$ cat config.mk
export PLATFORM = sky130hd
export DESIGN_NAME = bldcm_deadtime
export DESIGN_NICKNAME = d
export VERILOG_FILES = /design/src/rtl/bldcm_deadtime.sv
export SDC_FILE = /design/constraint.sdc
export NUM_CORES = 1
export LEC_CHECK = 0
export CAP_MARGIN = 40
export CORE_ASPECT_RATIO = 0.5
export CORE_MARGIN = 2
export CORE_UTILIZATION = 40
export CTS_CLUSTER_DIAMETER = 50
export DETAILED_ROUTE_END_ITERATION = 16
export GPL_ROUTABILITY_DRIVEN = 0
export GPL_TIMING_DRIVEN = 0
export PLACE_DENSITY = 0.56
export SLEW_MARGIN = 20
export SYNTH_ARGS = -nofsm -noshare
export SYNTH_HDL_FRONTEND = slang
export SYNTH_SLANG_ARGS = --single-unit
$ cat constraint.sdc
create_clock -name iClock -period 2.3 [get_ports iClock]
set_clock_uncertainty 0.05 [all_clocks]
set_input_delay 0.23 -clock iClock [delete_from_list [all_inputs] [get_ports iClock]]
set_output_delay 0.23 -clock iClock [all_outputs]
set_load 0.05 [all_outputs]
$ cat src/rtl/bldcm_deadtime.sv
// -----------------------------------------------------------------------------
// bldcm_deadtime
//   Gate-drive conditioner between the BLDC drive core and the inverter gate
//   pins. For each phase (U/V/W) it inserts a programmable dead time whenever
//   drive moves from one side of the half-bridge to the other. It latches a
//   shoot-through fault when both sides of any phase are requested together,
//   and applies a fixed per-pin output polarity.
//
// Ports
//   iClock            system clock, rising edge
//   iReset_n          asynchronous active-low reset
//   iUh..iWl          logical drive requests, active-high
//   iDeadCycles       dead time in cycles, sampled when a counter loads
//   iFaultClear       level; clears the latched fault when no phase requests 11
//   oUh..oWl          physical gate drives (logical value XOR pInvert*)
//   oFault            shoot-through fault latched
//   oFaultPhase       sticky fault source mask {W,V,U}
// -----------------------------------------------------------------------------
module bldcm_deadtime #(
  parameter int   pDeadWidth = 8,
  parameter logic pInvertUh  = 1'b0,
  parameter logic pInvertUl  = 1'b0,
  parameter logic pInvertVh  = 1'b0,
  parameter logic pInvertVl  = 1'b0,
  parameter logic pInvertWh  = 1'b0,
  parameter logic pInvertWl  = 1'b0
) (
  input  logic                  iClock,
  input  logic                  iReset_n,
  input  logic                  iUh,
  input  logic                  iUl,
  input  logic                  iVh,
  input  logic                  iVl,
  input  logic                  iWh,
  input  logic                  iWl,
  input  logic [pDeadWidth-1:0] iDeadCycles,
  input  logic                  iFaultClear,
  output logic                  oUh,
  output logic                  oUl,
  output logic                  oVh,
  output logic                  oVl,
  output logic                  oWh,
  output logic                  oWl,
  output logic                  oFault,
  output logic [2:0]            oFaultPhase
);

  typedef enum logic [1:0] {ST_OFF, ST_ON_H, ST_ON_L} state_t;
  typedef enum logic [1:0] {LAST_NONE, LAST_H, LAST_L, LAST_BOTH} last_t;

  localparam logic [pDeadWidth-1:0] cnt_one = 1;

  // Index 0 = U, 1 = V, 2 = W throughout.
  logic [2:0] req_h;
  logic [2:0] req_l;
  logic [2:0] shoot;
  logic       fault_set;

  assign req_h     = {iWh, iVh, iUh};
  assign req_l     = {iWl, iVl, iUl};
  assign shoot     = req_h & req_l;
  assign fault_set = |shoot;

  state_t                st_q   [3];
  state_t                st_d   [3];
  logic [pDeadWidth-1:0] cnt_q  [3];
  logic [pDeadWidth-1:0] cnt_d  [3];
  last_t                 last_q [3];
  last_t                 last_d [3];
  logic                  fault_q;
  logic                  fault_d;
  logic [2:0]            phase_q;
  logic [2:0]            phase_d;

  // NOTE: every next-state signal takes its hold value first so no path
  // through the case statements leaves a variable unassigned (no latches).
  always_comb begin
    fault_d = fault_q;
    phase_d = phase_q;
    // Setting a fault wins over clearing it on the same edge.
    if (fault_set) begin
      fault_d = 1'b1;
      phase_d = phase_q | shoot;
    end else if (fault_q && iFaultClear) begin
      fault_d = 1'b0;
      phase_d = '0;
    end

    for (int p = 0; p < 3; p++) begin
      st_d[p]   = st_q[p];
      last_d[p] = last_q[p];
      // Free-running saturating countdown; overridden below whenever it loads.
      cnt_d[p]  = (cnt_q[p] != '0) ? cnt_q[p] - cnt_one : '0;

      if (fault_set) begin
        // A fault edge re-arms every phase, including those already off.
        st_d[p]   = ST_OFF;
        cnt_d[p]  = iDeadCycles;
        last_d[p] = LAST_BOTH;
      end else if (fault_q) begin
        // Latched fault (including the clearing edge): gates stay off.
        st_d[p] = ST_OFF;
      end else begin
        unique case ({req_h[p], req_l[p]})
          2'b00: begin
            if (st_q[p] != ST_OFF) begin
              st_d[p]   = ST_OFF;
              cnt_d[p]  = iDeadCycles;
              last_d[p] = (st_q[p] == ST_ON_H) ? LAST_H : LAST_L;
            end
          end
          2'b10: begin
            if (st_q[p] == ST_OFF) begin
              // Same-side re-enable skips the dead time; cnt<=1 means the
              // final dead cycle is being spent on this edge.
              if (last_q[p] == LAST_NONE || last_q[p] == LAST_H ||
                  cnt_q[p] <= cnt_one)
                st_d[p] = ST_ON_H;
            end else if (st_q[p] == ST_ON_L) begin
              st_d[p]   = ST_OFF;
              cnt_d[p]  = iDeadCycles;
              last_d[p] = LAST_L;
            end
          end
          2'b01: begin
            if (st_q[p] == ST_OFF) begin
              if (last_q[p] == LAST_NONE || last_q[p] == LAST_L ||
                  cnt_q[p] <= cnt_one)
                st_d[p] = ST_ON_L;
            end else if (st_q[p] == ST_ON_H) begin
              st_d[p]   = ST_OFF;
              cnt_d[p]  = iDeadCycles;
              last_d[p] = LAST_H;
            end
          end
          default: ; // 11 is handled as a fault above
        endcase
      end
    end
  end

  // NOTE: state registers use non-blocking assignments so every flop samples
  // the pre-edge values regardless of statement order.
  always_ff @(posedge iClock or negedge iReset_n) begin
    if (!iReset_n) begin
      // NOTE: the per-phase arrays are control state, not storage, so every
      // element is reset; outputs must be inactive the instant reset asserts.
      for (int p = 0; p < 3; p++) begin
        st_q[p]   <= ST_OFF;
        cnt_q[p]  <= '0;
        last_q[p] <= LAST_NONE;
      end
      fault_q <= 1'b0;
      phase_q <= '0;
    end else begin
      for (int p = 0; p < 3; p++) begin
        st_q[p]   <= st_d[p];
        cnt_q[p]  <= cnt_d[p];
        last_q[p] <= last_d[p];
      end
      fault_q <= fault_d;
      phase_q <= phase_d;
    end
  end

  // Gate drives decode directly from the state flops; polarity is constant.
  assign oUh = (st_q[0] == ST_ON_H) ^ pInvertUh;
  assign oUl = (st_q[0] == ST_ON_L) ^ pInvertUl;
  assign oVh = (st_q[1] == ST_ON_H) ^ pInvertVh;
  assign oVl = (st_q[1] == ST_ON_L) ^ pInvertVl;
  assign oWh = (st_q[2] == ST_ON_H) ^ pInvertWh;
  assign oWl = (st_q[2] == ST_ON_L) ^ pInvertWl;

  assign oFault      = fault_q;
  assign oFaultPhase = phase_q;

endmodule

==> impl_metrics.env <==
export IMPL_path_max_fanout=4
export IMPL_hold_class="input pin to asynchronous set/reset pin"
export IMPL_ir_worst_vdd_uv=331
export IMPL_cp_data_arrival_time_ns=2.41
export IMPL_die_area_um2=7340
export IMPL_clk_pin_slew_ns=0.06
export IMPL_synth_top_cell_by_area="dfrtp_1"
export IMPL_outcome="finished, final reports clean"
export IMPL_antennaDiodeCount=0
export IMPL_io_buffers=26
export IMPL_required_ns=2.45
export IMPL_final_nets=382
export IMPL_cts_root_buf="clkbuf_16"
export IMPL_synthArstFlopShare=1.00
export IMPL_viasPerCell=5.42
export IMPL_pin_count=27
export IMPL_grt_total_usage=0.194
export IMPL_netlist_cell_type_count=42
export IMPL_area_growth_pct=24.1
export IMPL_start_util=0.426
export IMPL_final_util=0.528
export IMPL_antenna_found_initial=0
export IMPL_grt_pass1_vias=2192
export IMPL_yosysWarnings=0
export IMPL_grt_overflow=0
export IMPL_grt_first_pass_wirelength_mm=10.8
export IMPL_tightest_slew_ns=0.592
export IMPL_fp_coreArea_um2=6230
export IMPL_die_y_um=61.6
export IMPL_drt_iter0_markers=196
export IMPL_final_period_utilization=0.984
export IMPL_slew_viol_final=0
export IMPL_synthCells=303
export IMPL_cts_buffer_depth=2
export IMPL_nFillCells=583
export IMPL_dpl_cell_area_um2=3070
export IMPL_ant_nets=0
export IMPL_cellLeakagePower_nw=1.36
export IMPL_worst_setup_path_type="register to register"
export IMPL_vias=2343
export IMPL_h_tree_depth=2
export IMPL_drc=0
export IMPL_cp_start_kind="register"
export IMPL_ys_seq_area_frac=0.378
export IMPL_cts_sinks=40
export IMPL_grt_max_degree=31
export IMPL_cts_tree="done"
export IMPL_final_hold_viol_count=0
export IMPL_synth_area_leaders="dfrtp_1 38%, ha_1 9.9%, o21ai_0 6.2%"
export IMPL_post_dp_hpwl_mm=4.86
export IMPL_avgSynthCellArea_um2=8.75
export IMPL_cts_inserted_buffers=5
export IMPL_fp_row_count=20
export IMPL_synth_most_common_cell="dfrtp_1"
export IMPL_first_pass_iters=4
export IMPL_stdcell_area_um2=3290
export IMPL_relSlewSlack=0.602
export IMPL_routedWlPerCell_um=15.1
export IMPL_die_x_um=119
export IMPL_synth_edf_count=0
export IMPL_synthFlopType="dfrtp_1"
export IMPL_finalSetupViolCount=0
export IMPL_clock_fmax_mhz=442
export IMPL_insertion_delay_ns=0.29
export IMPL_synth_fp_nets=341
export IMPL_p_per_area_nw_per_um2=647
export IMPL_synth_seq_cells=40
export IMPL_synth_cell_area_um2=2650
export IMPL_timing_max_cap_violations=0
export IMPL_layout_drive_gt1_share=0.0930
export IMPL_netlist_area_leader_share=0.378
export IMPL_whs_ns=0.303
export IMPL_routed_wl_mm=6.53
export IMPL_min_period_ns=2.26
export IMPL_synthTopCellsByCount="40 x dfrtp_1, 39 x nand2_1, 33 x o21ai_0"
export IMPL_setup_worst_path_end_class="register"
[final cells by class]
cell class,count,area (µm²),area share
Clock buffer,6,129,0.0392
Clock inverter,1,5.00,0.00152
Buffer,6,25.0,0.00761
Multi-Input combinational cell,237,1620,0.493
Timing Repair Buffer,35,328,0.0997
Inverter,19,71.3,0.0217
Sequential cell,40,1000,0.304
Tap cell,88,110,0.0335
[through the flow]
step / setup TNS [ns] / setup slack, ns / total power [mW] / cells
2_1_floorplan: 0 / 0.0202 / 1.25 / 303
3_3_place_gp: -27.23 / -0.831 / 1.42 / 417
3_5_place_dp: -6.67 / -0.358 / 1.44 / 421
4_1_cts: 0 / 0.00906 / 2.12 / 429
5_1_grt: -0.0283 / -0.0220 / 2.26 / 432
6_report: 0 / 0.0379 / 2.13 / 432
[sequential cells by signal, summed over array words and instances, names as in the netlist]
register / count
cnt_q: 24
last_q: 6
oFault: 1
oFaultPhase: 3
st_q: 6
[kinds of logic after synthesis]
kind of cell,Yosys count,synth area share
flip-flops,40,0.378
XOR/XNOR,17,0.0562
AO/OA/AOI/OAI,71,0.170
multiplexers,11,0.0425
AND/OR/NAND/NOR,117,0.217
adder cells (fa/ha/maj),21,0.0991
buffers and inverters,26,0.0373
[final timing paths]
path	start	end	slack [ns]	depth (start not counted)
worst min register to register	oFaultPhase[0]	oFaultPhase[0]	0.44	1
max in group asynchronous	iReset_n	cnt_q[6]	1.43	3
worst min-delay path	iReset_n	st_q[0]	0.30	2
min in group iClock	oFaultPhase[0]	oFaultPhase[0]	0.44	1
worst max register to register	cnt_q[20]	st_q[5]	0.04	5
worst max-delay path	cnt_q[20]	st_q[5]	0.04	5
[repair_timing]
action / 4_1_cts / 5_1_grt
hold buffers: 1 / 0
endpoints found under the setup margin: 10 / 27
endpoints found under the hold margin: 10 / 0
pin swaps: 1 / 1
gates resized for setup: 3 / 7
setup buffers: 0 / 2
[layout by cell type, fill, tap and decap left out, drive strengths merged, types with 9 or more instances in the layout]
cell	n
nor2b	10
nand2	39
clkdlybuf4s50	25
xnor2	12
nor2	24
dfrtp	40
clkbuf	14
ha	21
nor3	12
o21ai	33
inv	19
mux2i	9
[report_power, final]
part           internal (mW)  switching, mW  total [mW]
registers              0.792         0.0947       0.886
clock network          0.395          0.277       0.671
logic                  0.248          0.321       0.569
total                   1.43          0.692        2.13
[routing by layer]
layer	vias to the layer above	wire, µm	track usage
met5	-	0	0
met4	0	97	0.0697
met3	8	337	0.0509
met2	57	2700	0.301
met1	1127	3400	0.266
li1	1151	-	-
[worst max-delay path, cell delays in order, from the launching register on]
cell     delay (ns)
dfrtp_1        0.40
or4_4          0.59
nor4_4         0.25
o41ai_2        0.12
or4b_1         0.54
o21ai_0        0.22
(Power assumes the default switching activity.)
